## src/rtl/arm_mem_pkg.sv

```systemverilog
// Shared memory-stage definitions for the dual-core data cache path.
// Opcodes, grant encoding and arbiter state type used by the arbiter and its picker.
package arm_mem_pkg;

  localparam logic [10:0] LDUR_OP = 11'b11111000010;
  localparam logic [10:0] STUR_OP = 11'b11111000000;
  localparam logic [10:0] NOP_OP  = 11'b00000000000;

  localparam logic P0 = 1'b0;
  localparam logic P1 = 1'b1;

  typedef enum logic {
    IDLE   = 1'b0,
    REFILL = 1'b1
  } arb_state_t;

  function automatic logic is_mem_op(input logic [10:0] op);
    return (op == LDUR_OP) || (op == STUR_OP);
  endfunction

endpackage

```

## src/rtl/shared_dcache_arbiter_fsm_if.sv

```systemverilog
// Processor/cache side bundle of the shared dcache arbiter.
// master = cores plus cache miss source, slave = arbiter.
interface shared_dcache_arbiter_fsm_if;

  logic [10:0] p0_opcode3;
  logic [10:0] p1_opcode3;
  logic [63:0] p0_address;
  logic [63:0] p1_address;
  logic [63:0] p0_data;
  logic [63:0] p1_data;
  logic        miss;

  logic [63:0] address;
  logic [63:0] data;
  logic [10:0] opcode3;
  logic        p0_enable;
  logic        p1_enable;
  logic        allowedAccess;
  logic        cache_fill;
  logic        busy;

  modport master (
    output p0_opcode3, p1_opcode3, p0_address, p1_address, p0_data, p1_data, miss,
    input  address, data, opcode3, p0_enable, p1_enable, allowedAccess, cache_fill, busy
  );

  modport slave (
    input  p0_opcode3, p1_opcode3, p0_address, p1_address, p0_data, p1_data, miss,
    output address, data, opcode3, p0_enable, p1_enable, allowedAccess, cache_fill, busy
  );

endinterface

```

## src/rtl/rr_pick2.sv

```systemverilog
// Combinational 2-way round-robin picker: zero latency, no backpressure.
// On contention the requester that did not win last time is chosen.
module rr_pick2
  import arm_mem_pkg::*;
(
  input  logic req0_i,
  input  logic req1_i,
  input  logic last_grant_i,
  output logic valid_o,
  output logic winner_o
);

  always_comb begin
    valid_o  = req0_i | req1_i;
    winner_o = P0;
    if (req0_i && req1_i) begin
      winner_o = ~last_grant_i;
    end else if (req1_i) begin
      winner_o = P1;
    end
  end

endmodule

```

## src/rtl/shared_dcache_arbiter_fsm.sv

```systemverilog
// Round-robin owner of the shared dcache: hits retire in the same cycle, a miss
// stalls the owner MISS_PENALTY+1 cycles; non-memory cores are never stalled.
module shared_dcache_arbiter_fsm
  import arm_mem_pkg::*;
#(
  parameter int MISS_PENALTY = 4
) (
  input  logic                        clk,
  input  logic                        reset,
  shared_dcache_arbiter_fsm_if.slave  bus
);

  arb_state_t state_q, state_d;
  logic       owner_q, owner_d;
  logic       last_grant_q, last_grant_d;
  logic [7:0] cnt_q, cnt_d;

  logic req0, req1;
  logic pick_vld, pick_winner;
  logic access, grant_sel;
  logic p0_en, p1_en, fill, busy;

  assign req0 = is_mem_op(bus.p0_opcode3);
  assign req1 = is_mem_op(bus.p1_opcode3);

  rr_pick2 u_pick (
    .req0_i       (req0),
    .req1_i       (req1),
    .last_grant_i (last_grant_q),
    .valid_o      (pick_vld),
    .winner_o     (pick_winner)
  );

  always_ff @(posedge clk or negedge reset) begin
    if (!reset) begin
      state_q      <= IDLE;
      owner_q      <= P0;
      last_grant_q <= P1;
      cnt_q        <= 8'd0;
    end else begin
      state_q      <= state_d;
      owner_q      <= owner_d;
      last_grant_q <= last_grant_d;
      cnt_q        <= cnt_d;
    end
  end

  always_comb begin
    state_d      = state_q;
    owner_d      = owner_q;
    last_grant_d = last_grant_q;
    cnt_d        = cnt_q;
    access       = 1'b0;
    grant_sel    = P0;
    p0_en        = 1'b1;
    p1_en        = 1'b1;
    fill         = 1'b0;
    busy         = 1'b0;

    unique case (state_q)
      IDLE: begin
        if (pick_vld) begin
          access    = 1'b1;
          grant_sel = pick_winner;
          if (!bus.miss) begin
            // Winner retires now; a losing memory op waits for its turn.
            p0_en        = (pick_winner == P0) ? 1'b1 : ~req0;
            p1_en        = (pick_winner == P1) ? 1'b1 : ~req1;
            last_grant_d = pick_winner;
          end else begin
            p0_en   = ~req0;
            p1_en   = ~req1;
            state_d = REFILL;
            owner_d = pick_winner;
            cnt_d   = 8'(MISS_PENALTY - 1);
          end
        end
      end

      REFILL: begin
        access    = 1'b1;
        grant_sel = owner_q;
        busy      = 1'b1;
        // The owner retires on the final refill cycle, reading the line being installed.
        p0_en     = (owner_q == P0) ? (cnt_q == 8'd0) : ~req0;
        p1_en     = (owner_q == P1) ? (cnt_q == 8'd0) : ~req1;
        if (cnt_q != 8'd0) begin
          cnt_d = cnt_q - 8'd1;
        end else begin
          fill         = 1'b1;
          last_grant_d = owner_q;
          state_d      = IDLE;
        end
      end

      default: begin
        state_d = IDLE;
      end
    endcase
  end

  always_comb begin
    bus.address       = 64'd0;
    bus.data          = 64'd0;
    bus.opcode3       = NOP_OP;
    bus.allowedAccess = P0;
    if (access) begin
      bus.address       = (grant_sel == P1) ? bus.p1_address : bus.p0_address;
      bus.data          = (grant_sel == P1) ? bus.p1_data    : bus.p0_data;
      bus.opcode3       = (grant_sel == P1) ? bus.p1_opcode3 : bus.p0_opcode3;
      bus.allowedAccess = grant_sel;
    end
  end

  assign bus.p0_enable  = p0_en;
  assign bus.p1_enable  = p1_en;
  assign bus.cache_fill = fill;
  assign bus.busy       = busy;

endmodule
```

## src/flat_wrapper.sv

```systemverilog
// flat-port wrapper written by rule: the top's interface ports become plain ports
module shared_dcache_arbiter_fsm_flat import arm_mem_pkg::*;
#(
  parameter int MISS_PENALTY = 4
)
  (clk, reset, bus_p0_opcode3, bus_p1_opcode3, bus_p0_address, bus_p1_address, bus_p0_data, bus_p1_data, bus_miss, bus_address, bus_data, bus_opcode3, bus_p0_enable, bus_p1_enable, bus_allowedAccess, bus_cache_fill, bus_busy);
  shared_dcache_arbiter_fsm_if bus_i ();
  input  logic clk;
  input  logic reset;
  input wire logic [$bits(bus_i.p0_opcode3)-1:0] bus_p0_opcode3;
  input wire logic [$bits(bus_i.p1_opcode3)-1:0] bus_p1_opcode3;
  input wire logic [$bits(bus_i.p0_address)-1:0] bus_p0_address;
  input wire logic [$bits(bus_i.p1_address)-1:0] bus_p1_address;
  input wire logic [$bits(bus_i.p0_data)-1:0] bus_p0_data;
  input wire logic [$bits(bus_i.p1_data)-1:0] bus_p1_data;
  input wire logic [$bits(bus_i.miss)-1:0] bus_miss;
  output wire logic [$bits(bus_i.address)-1:0] bus_address;
  output wire logic [$bits(bus_i.data)-1:0] bus_data;
  output wire logic [$bits(bus_i.opcode3)-1:0] bus_opcode3;
  output wire logic [$bits(bus_i.p0_enable)-1:0] bus_p0_enable;
  output wire logic [$bits(bus_i.p1_enable)-1:0] bus_p1_enable;
  output wire logic [$bits(bus_i.allowedAccess)-1:0] bus_allowedAccess;
  output wire logic [$bits(bus_i.cache_fill)-1:0] bus_cache_fill;
  output wire logic [$bits(bus_i.busy)-1:0] bus_busy;
  assign bus_i.p0_opcode3 = bus_p0_opcode3;
  assign bus_i.p1_opcode3 = bus_p1_opcode3;
  assign bus_i.p0_address = bus_p0_address;
  assign bus_i.p1_address = bus_p1_address;
  assign bus_i.p0_data = bus_p0_data;
  assign bus_i.p1_data = bus_p1_data;
  assign bus_i.miss = bus_miss;
  assign bus_address = bus_i.address;
  assign bus_data = bus_i.data;
  assign bus_opcode3 = bus_i.opcode3;
  assign bus_p0_enable = bus_i.p0_enable;
  assign bus_p1_enable = bus_i.p1_enable;
  assign bus_allowedAccess = bus_i.allowedAccess;
  assign bus_cache_fill = bus_i.cache_fill;
  assign bus_busy = bus_i.busy;
  shared_dcache_arbiter_fsm #(.MISS_PENALTY(MISS_PENALTY)) u_core (.clk(clk), .reset(reset), .bus(bus_i));
endmodule
```

## config.mk

```make
export PLATFORM = sky130hd
export DESIGN_NAME = shared_dcache_arbiter_fsm_flat
export DESIGN_NICKNAME = d
export VERILOG_FILES = /design/src/rtl/arm_mem_pkg.sv /design/src/rtl/shared_dcache_arbiter_fsm_if.sv /design/src/rtl/rr_pick2.sv /design/src/rtl/shared_dcache_arbiter_fsm.sv /design/src/flat_wrapper.sv
export SDC_FILE = /design/constraint.sdc
export NUM_CORES = 1
export LEC_CHECK = 0
export ABC_AREA = 1
export BUFFER_PORTS_ARGS = -buffer_cell sky130_fd_sc_hd__buf_2
export CORE_AREA = 2 2 167 169
export CTS_CLUSTER_SIZE = 24
export DETAILED_ROUTE_END_ITERATION = 8
export DIE_AREA = 0 0 169 171
export PLACE_DENSITY_LB_ADDON = 0.1
export SLEW_MARGIN = 0
export SYNTH_ARGS = -nofsm -noshare
export SYNTH_HDL_FRONTEND = slang
export SYNTH_SLANG_ARGS = --single-unit
```

## constraint.sdc

```tcl
create_clock -name clk -period 4.35 [get_ports clk]
set_input_delay 0.435 -clock clk [delete_from_list [all_inputs] [get_ports clk]]
set_output_delay 0.435 -clock clk [all_outputs]
set_load 0.02 [all_outputs]
```

==> results of run 1 <==
[sequential cells by signal (all words and copies together), names as in the netlist]
register	count
u_core.cnt_q	8
u_core.last_grant_q	1
u_core.owner_q	1
u_core.state_q	1
[cell type report]
type                       count  area (um^2)
fill                        3305        20800
multi-input combinational    638         2870
timing repair buffer         439         2300
inverter                     151          567
tap                          346          433
sequential                    11          277
clock buffer                   4         78.8
antenna                        4         10.0
[per-stage QoR]
step,hold slack [ns],cell area [um^2]
floorplan,0.139,4030
global placement,0.326,6440
detailed placement,0.324,6440
CTS,0.0754,6520
global route,0.0821,6530
finish,0.0698,6530
[logic make-up (layout without fill, tap and decap cells)]
group / Yosys count / after routing / share of synthesized area (%)
adder cells (fa/ha/maj): 2 / 2 / 0.621
buffers and inverters: 226 / 594 / 22.7
AND/OR/NAND/NOR: 479 / 479 / 49.8
flip-flops: 11 / 11 / 6.86
AO/OA/AOI/OAI: 153 / 153 / 19.1
XOR/XNOR: 4 / 4 / 0.869
other: 0 / 4 / 0
[cell usage in the layout, fill, tap and decap left out]
cell       instances
nand3_1          145
nor3_1             2
buf_2            424
a21oi_1          144
clkbuf_16          3
buf_4             10
inv_1            148
buf_12             5
o211ai_1           1
nand2_1          162
dfstp_2            1
clkbuf_1           1
nand4_1            3
o21ai_0            7
nand3_4            2
inv_2              3
xor2_1             4
nor2_1           159
diode_2            4
nor2_2             5
ha_1               2
o21a_1             1
dfrtp_1           10
nand2_4            1
[how the worst max path moves through the flow]
stage | endpoint | slack, ns | depth (start not counted)
6_report | bus_data[51] | 1.46 | 10
5_1_grt | bus_data[51] | 1.28 | 10
4_1_cts | bus_opcode3[7] | 1.53 | 11
3_5_place_dp | bus_data[51] | 1.53 | 10
3_3_place_gp | bus_data[24] | 1.52 | 11
2_1_floorplan | bus_address[53] | 2.24 | 5
[synthesized netlist by cell type, drive strengths merged]
| cell type | count |
|---|---|
| ha | 2 |
| nor3 | 2 |
| nand2 | 163 |
| dfstp | 1 |
| nor2 | 164 |
| inv | 151 |
| xor2 | 4 |
| o211ai | 1 |
| buf | 47 |
| dfrtp | 10 |
| a21oi | 144 |
| nand3 | 147 |
| o21ai | 7 |
| o21a | 1 |
| nand4 | 3 |
| clkbuf | 28 |
[power groups by stage]
stage | registers (mW) | clock network [mW] | logic (mW)
3_3_place_gp | 0.175 | 0 | 0.621
3_5_place_dp | 0.174 | 0 | 0.618
2_1_floorplan | 0.166 | 0 | 0.350
6_report | 0.173 | 0.165 | 0.612
5_1_grt | 0.178 | 0.173 | 0.688
4_1_cts | 0.173 | 0.169 | 0.621
[layer usage]
metal,vias up,GRT usage (%),wire (um)
met3,8,2.22,1410
met5,-,0,0
met1,2858,16.9,9520
li1,3459,-,-
met2,235,24.1,10800
met4,0,1.71,125
==> metrics.log, run 1 <==
INFO  metric status = finished clean
INFO  metric die_area = 28,900 um^2
INFO  metric initial_utilization = 14.8%
INFO  metric leakage = 4.52 nW
INFO  metric ys_types = 22
INFO  metric grt_pass1_vias = 5,784
INFO  metric powerDensity = 145 nW/um^2
INFO  metric worstSkewPairLatency = 0.23 ns
INFO  metric worst_setup_path_start_kind = primary input
INFO  metric setup-tns-final = 0 ns
INFO  metric clock_transition_at_the_register_clock_pins_on_the_worst_setup_and_hold_paths_after_cts = 0.04 ns
INFO  metric post_place_worst_slack = approximately 1.5 ns
INFO  metric numPortBuffers = 424
INFO  metric period_share = between 60% and 70%
INFO  metric critical_path.cell_chain = buf_2 -> inv_1 -> nand2_1 -> nor2_2 -> nand4_1 -> nand3_4 -> buf_12 -> a21oi_1 -> nor2_1 -> buf_2
INFO  metric final-setup-viol-count = 0
INFO  metric design_power_total = between 0.9 and 1 mW
INFO  metric worst_setup_path_end_kind = output pin
INFO  metric die_w = 169 um
INFO  metric combinationalPowerShare = around 64%
INFO  metric synth-seq-area-share = 6.86%
INFO  metric cts_sinks = 11
INFO  metric power_switching_share = 45.4%
INFO  metric switchingPower = 0.431 mW
INFO  metric post-synth-top-area-fraction = 18.1%
INFO  metric regToRegEndpoint = u_core.last_grant_q
INFO  metric routed_wire_length_per_instance = ~14 um
INFO  metric final-hold-violation-count = 0
INFO  metric finish.net_count = 1,527
INFO  metric worstSetupPathType = in2out
INFO  metric worst-r2r-cell-count = 5
INFO  metric synth_area_leader_cell = nand3_1
INFO  metric std_cell_rows = 61
INFO  metric worst-path-buf-inv = 4
INFO  metric crit_fanout = 134
INFO  metric fp.dieH = 171 um
INFO  metric drv_slew = 0
INFO  metric tritoncts.num_buffers = 3
INFO  metric final_critical_path_setup_slack = about 1.5 ns
INFO  metric antenna_found_initial = 4
INFO  metric cp_common_cell = buf_2
INFO  metric route.vias.total = 6,560
INFO  metric drt_pre_antenna_iters = 4
INFO  metric required = 3.91 ns
INFO  metric crit_family = simple AND/OR/NAND/NOR gates
INFO  metric aggregate_global_routing_overflow = 0
INFO  metric pwr-share-clk = between 10% and 20%
INFO  metric critical_path_arrival = 2.46 ns
INFO  metric critPathSlowestCell = buf_12
INFO  metric ios = ~430
INFO  metric postRouteWirelength = 21.8 mm
INFO  metric warnings_from_yosys = 0
INFO  metric hold_buffers = 0
INFO  metric dpl.hpwl = 17.0 mm
INFO  metric largest_net_degree_at_the_start_of_global_routing = about 140
INFO  metric syn_nets = about 1,200
INFO  metric cts_max_level = 1
INFO  metric synthesis.instances = about 900
INFO  metric drive_above_1_share = 36.5%
INFO  metric grt_pass1_wl = 31.5 mm
INFO  metric post_cts_resize_count = 0
INFO  metric grt_setup_unrepaired = no
INFO  metric placed_cells_incl_taps = 1,585
INFO  metric core_area = 27,300 um^2
INFO  metric peakVddDrop = about 0.00024 V
INFO  metric globalplace.congestion = 0.798
INFO  metric worst_hold_path_type = in2async
INFO  metric post-route-drc-count = 0
INFO  metric syn-mean-instance-area = between 4 and 5 um^2
INFO  metric slowest_delay = 0.41 ns
INFO  metric share_seq_of_total_power = about 18%
INFO  metric syn_area = around 4000 um^2
INFO  metric post-cts-setup-buffers = 0
INFO  metric ys_ff_latch = 11
INFO  metric regToRegSetupSlack = 2.54 ns
INFO  metric routed_via_density = 4.12
INFO  metric clock_skew = ~0.00065 ns
INFO  metric period_needed = 2.89 ns
INFO  metric dr_iter_0_viols = around 270
INFO  metric cell_internal_pwr = 0.519 mW
INFO  metric synth.top_cells.by_area = nand3_1 18%, a21oi_1 18%, nand2_1 15%
INFO  metric utilization = 23.9%
INFO  metric slew_headroom = 39.4%
INFO  metric tightest_slew = slightly above 0.9 ns
INFO  metric max_cap_viol_count = 0
INFO  metric final_antenna_net_count = 0
INFO  metric cts_tree = done
INFO  metric area_delta_synth_final = 62.0%
INFO  metric rr_startpoint = u_core.state_q
INFO  metric grtUsageTotal = 13.3%
INFO  metric start_point_of_the_critical_path = bus_p0_opcode3[3]
INFO  metric longest_clk_path_bufs = 2
INFO  metric clock.fmax = about 0.35 GHz
INFO  metric clock-root-buffer = clkbuf_16
INFO  metric instances_no_fill = 1,593
No activity file was read; power rests on OpenSTA's default activity.
==> run 2, diff against run 1 <==
--- a/config.mk
+++ b/config.mk
@@ -5,12 +5,12 @@
 export SDC_FILE = /design/constraint.sdc
 export NUM_CORES = 1
 export LEC_CHECK = 0
-export ABC_AREA = 1
+export ABC_AREA = 0
 export BUFFER_PORTS_ARGS = -buffer_cell sky130_fd_sc_hd__buf_2
-export CORE_AREA = 2 2 167 169
+export CORE_AREA = 2 2 165 167
 export CTS_CLUSTER_SIZE = 24
 export DETAILED_ROUTE_END_ITERATION = 8
-export DIE_AREA = 0 0 169 171
+export DIE_AREA = 0 0 167 169
 export PLACE_DENSITY_LB_ADDON = 0.1
 export SLEW_MARGIN = 0
 export SYNTH_ARGS = -nofsm -noshare
==> constraint.sdc (replaced) <==
create_clock -name clk -period 2.6 [get_ports clk]
set_input_delay 0.26 -clock clk [delete_from_list [all_inputs] [get_ports clk]]
set_output_delay 0.26 -clock clk [all_outputs]
set_load 0.02 [all_outputs]
==> metrics.log, run 2 <==
INFO  metric status = finished clean
INFO  metric ys.flop_type = dfrtp_1
INFO  metric drive_above_1_share = 46.7% (+10 points)
INFO  metric routed_wire_length_per_instance = 18.7 um (+37%)
INFO  metric ys_types = 39 (+77%)
INFO  metric std_cell_rows = 60 (-1.6%)
INFO  metric post-route-drc-count = 0 (unchanged)
INFO  metric warnings_from_yosys = 0 (unchanged)
INFO  metric routed_via_density = 5.07 (+23%)
INFO  metric setup-tns-final = 0 ns (unchanged)
INFO  metric largest_net_degree_at_the_start_of_global_routing = 84 (-38%)
INFO  metric max_cap_viol_count = 0 (unchanged)
INFO  metric die_area = 28,200 um^2 (-2.3%)
INFO  metric syn_area = 4510 um^2 (+12%)
INFO  metric peakVddDrop = 0.000286 V (+18%)
INFO  metric globalplace.congestion = 0.801 (+0.38%)
INFO  metric final_antenna_net_count = 0 (unchanged)
INFO  metric drv_slew = 0 (unchanged)
INFO  metric leakage = 3.54 nW (-22%)
INFO  metric final-setup-viol-count = 0 (unchanged)
INFO  metric cts_max_level = 1 (unchanged)
INFO  metric clock-root-buffer = clkbuf_16
INFO  metric area_delta_synth_final = 64.8%
INFO  metric worstSetupPathType = reg2out
INFO  metric max_flop_register = u_core.cnt_q
INFO  metric ys_ff_latch = 11 (unchanged)
INFO  metric fp.dieH = 169 um (-1.2%)
INFO  metric setup.worst_path.end = bus_address[59]
INFO  metric dpl.hpwl = 20.5 mm (+20%)
INFO  metric cts_sinks = 11 (unchanged)
INFO  metric period_share = 93.1%
INFO  metric design_power_total = 1.38 mW (+45%)
INFO  metric worst_setup_path_start_kind = flip-flop
INFO  metric tightest_slew = 0.443 ns (-0.465 ns)
INFO  metric route.vias.total = 7,438 (+13%)
INFO  metric worst_setup_path_end_kind = output pin
INFO  metric post-synth-top-area-fraction = 22.5% (+4.4 points)
INFO  metric ys_top_cells_by_count = 164 x nor2_1, 135 x a211oi_1, 132 x nor3_1
INFO  metric synth.top_cells.by_area = a211oi_1 22%, nor4_1 15%, nor3_1 15%
INFO  metric core_area = 26,500 um^2 (-3.0%)
INFO  metric syn_nets = 1,021 (-12%)
INFO  metric synth_area_leader_cell = a211oi_1
INFO  metric postRouteWirelength = 27.5 mm (+26%)
INFO  metric critical_path_arrival = 2.16 ns (-0.30 ns)
INFO  metric hold_ws = 0.424 ns (+0.355 ns)
INFO  metric regToRegSetupSlack = 0.68 ns (-1.86 ns)
INFO  metric synth-seq-area-share = 6.14% (-0.72 points)
INFO  metric synth_most_common_cell = nor2_1
INFO  metric worstSkewPairLatency = 0.24 ns (about the same)
INFO  metric synthesis.instances = 738 (-16%)
INFO  metric regToRegEndpoint = u_core.last_grant_q
INFO  metric initial_utilization = 17.0% (+2.2 points)
INFO  metric slew_headroom = 70.1% (+31 points)
INFO  metric tritoncts.num_buffers = 3 (unchanged)
INFO  metric commonest_non_fill_non_tap_cells_in_the_layout = 424 x buf_2, 163 x nor2_1, 135 x a211oi_1, 132 x nor3_1, 110 x nor4_1
INFO  metric dr_iter_0_viols = 497 (+81%)
INFO  metric flip_flop_count_of_the_largest_register_all_copies_and_words_added = 8 (unchanged)
INFO  metric required = 2.34 ns (-1.57 ns)
INFO  metric synth_async_sr_flop_share = 100% (unchanged)
INFO  metric aggregate_global_routing_overflow = 0 (unchanged)
INFO  metric finish.net_count = 1,408 (-7.8%)
INFO  metric antenna_found_initial = 3 (-1)
INFO  metric layout_commonest_cell = buf_2
INFO  metric number_of_enable_type_register_cells_in_the_synthesized_netlist = 0 (unchanged)
INFO  metric rr_startpoint = u_core.cnt_q[0]
INFO  metric powerDensity = 185 nW/um^2 (+27%)
INFO  metric grt_pass1_vias = 7,136 (+23%)
INFO  metric grt_setup_unrepaired = no
INFO  metric clock.fmax = 0.413 GHz
INFO  metric worst-r2r-cell-count = 7 (+2)
INFO  metric period_needed = 2.42 ns
INFO  metric grt_pass1_wl = 41.3 mm (+31%)
INFO  metric die_w = 167 um (-1.2%)
INFO  metric crit_fanout = 83 (-38%)
INFO  metric clock_transition_at_the_register_clock_pins_on_the_worst_setup_and_hold_paths_after_cts = 0.04 ns (about the same)
INFO  metric cts_tree = done
INFO  metric numPortBuffers = 424 (unchanged)
INFO  metric syn-mean-instance-area = 6.11 um^2 (+33%)
INFO  metric longest_clk_path_bufs = 2 (unchanged)
INFO  metric final-hold-violation-count = 0 (unchanged)
INFO  metric worst_hold_path_type = in2async
INFO  metric clock_skew = 0.00198 ns (+0.00133 ns)
INFO  metric grtUsageTotal = 17.7% (+4.5 points)
INFO  metric drt_pre_antenna_iters = 5 (+1)
INFO  metric ios = 425 (unchanged)
INFO  metric start_point_of_the_critical_path = u_core.state_q
==> run 2: kinds of logic (layout without fill, tap and decap cells) <==
logic type,after synthesis,count (layout),synth area share [%]
DFF,11,11,6.14
AOI/OAI and AO/OA,149,149,24.5
other,0,3,0
adders and majority gates,2,2,0.555
buffers and inverters,110,496,12.1
and+or+nand+nor,459,459,55.3
xor gates and xnor gates,5,5,0.972
muxes,2,2,0.472
==> run 2: worst min path at each step <==
stage / start / endpoint / slack (ns) / cells past startpoint
after floorplan: reset / u_core.cnt_q[0] / -0.04 / 0
after global placement: reset / u_core.cnt_q[0] / 0.15 / 1
after detailed placement: reset / u_core.cnt_q[3] / 0.15 / 1
after CTS: reset / u_core.cnt_q[3] / 0.43 / 2
after global routing: reset / u_core.cnt_q[3] / 0.45 / 2
final: reset / u_core.cnt_q[0] / 0.42 / 2
==> run 2: cell type report <==
class | count | area (um^2)
Fill cell | 3039 | 19100
Antenna cell | 3 | 7.51
Sequential cell | 11 | 277
Inverter | 5 | 18.8
Timing Repair Buffer | 487 | 2910
Clock buffer | 4 | 78.8
Tap cell | 341 | 427
Multi-Input combinational cell | 617 | 3710
==> run 2: layer usage <==
metal / GRT usage, % / up-vias / share of wire [%]
met4: 2.55 / 0 / 1.3
li1: - / 3645 / -
met5: 0 / - / 0
met3: 2.17 / 26 / 6.3
met2: 31.2 / 330 / 48
met1: 23.7 / 3437 / 44
==> run 2: repair_timing <==
item | 4_1_cts | 5_1_grt
endpoints found under the hold margin | 10 | 0
resized for setup | 0 | 1
hold buffers | 1 | 0
endpoints found under the setup margin | 0 | 1
setup buffers | 0 | 2
==> run 2: critical path, cell delays in order (launching register included) <==
cell and delay [ns]:
dfrtp_1 0.34, inv_1 0.08, buf_4 0.17, nor2_4 0.17, buf_12 0.31, a211oi_1 0.10
buf_4 0.16, nor4_1 0.27, buf_2 0.23
==> run 2: metrics by stage <==
step                setup slack [ns]  cell area (um^2)  utilization, %  cells
finish                         0.180              7430            28.0   1468
detailed placement             0.232              7300            27.5   1457
CTS                            0.164              7390            27.9   1462
global route               0.0000588              7420            28.0   1467
global placement               0.227              7300            27.5   1457
floorplan                      0.164              4510               -    738
==> run 2: power by group <==
part / internal (mW) / leakage (nW) / switching (mW)
logic: 0.382 / 3.39 / 0.480
clock network: 0.206 / 0.0382 / 0.0798
registers: 0.196 / 0.108 / 0.0308
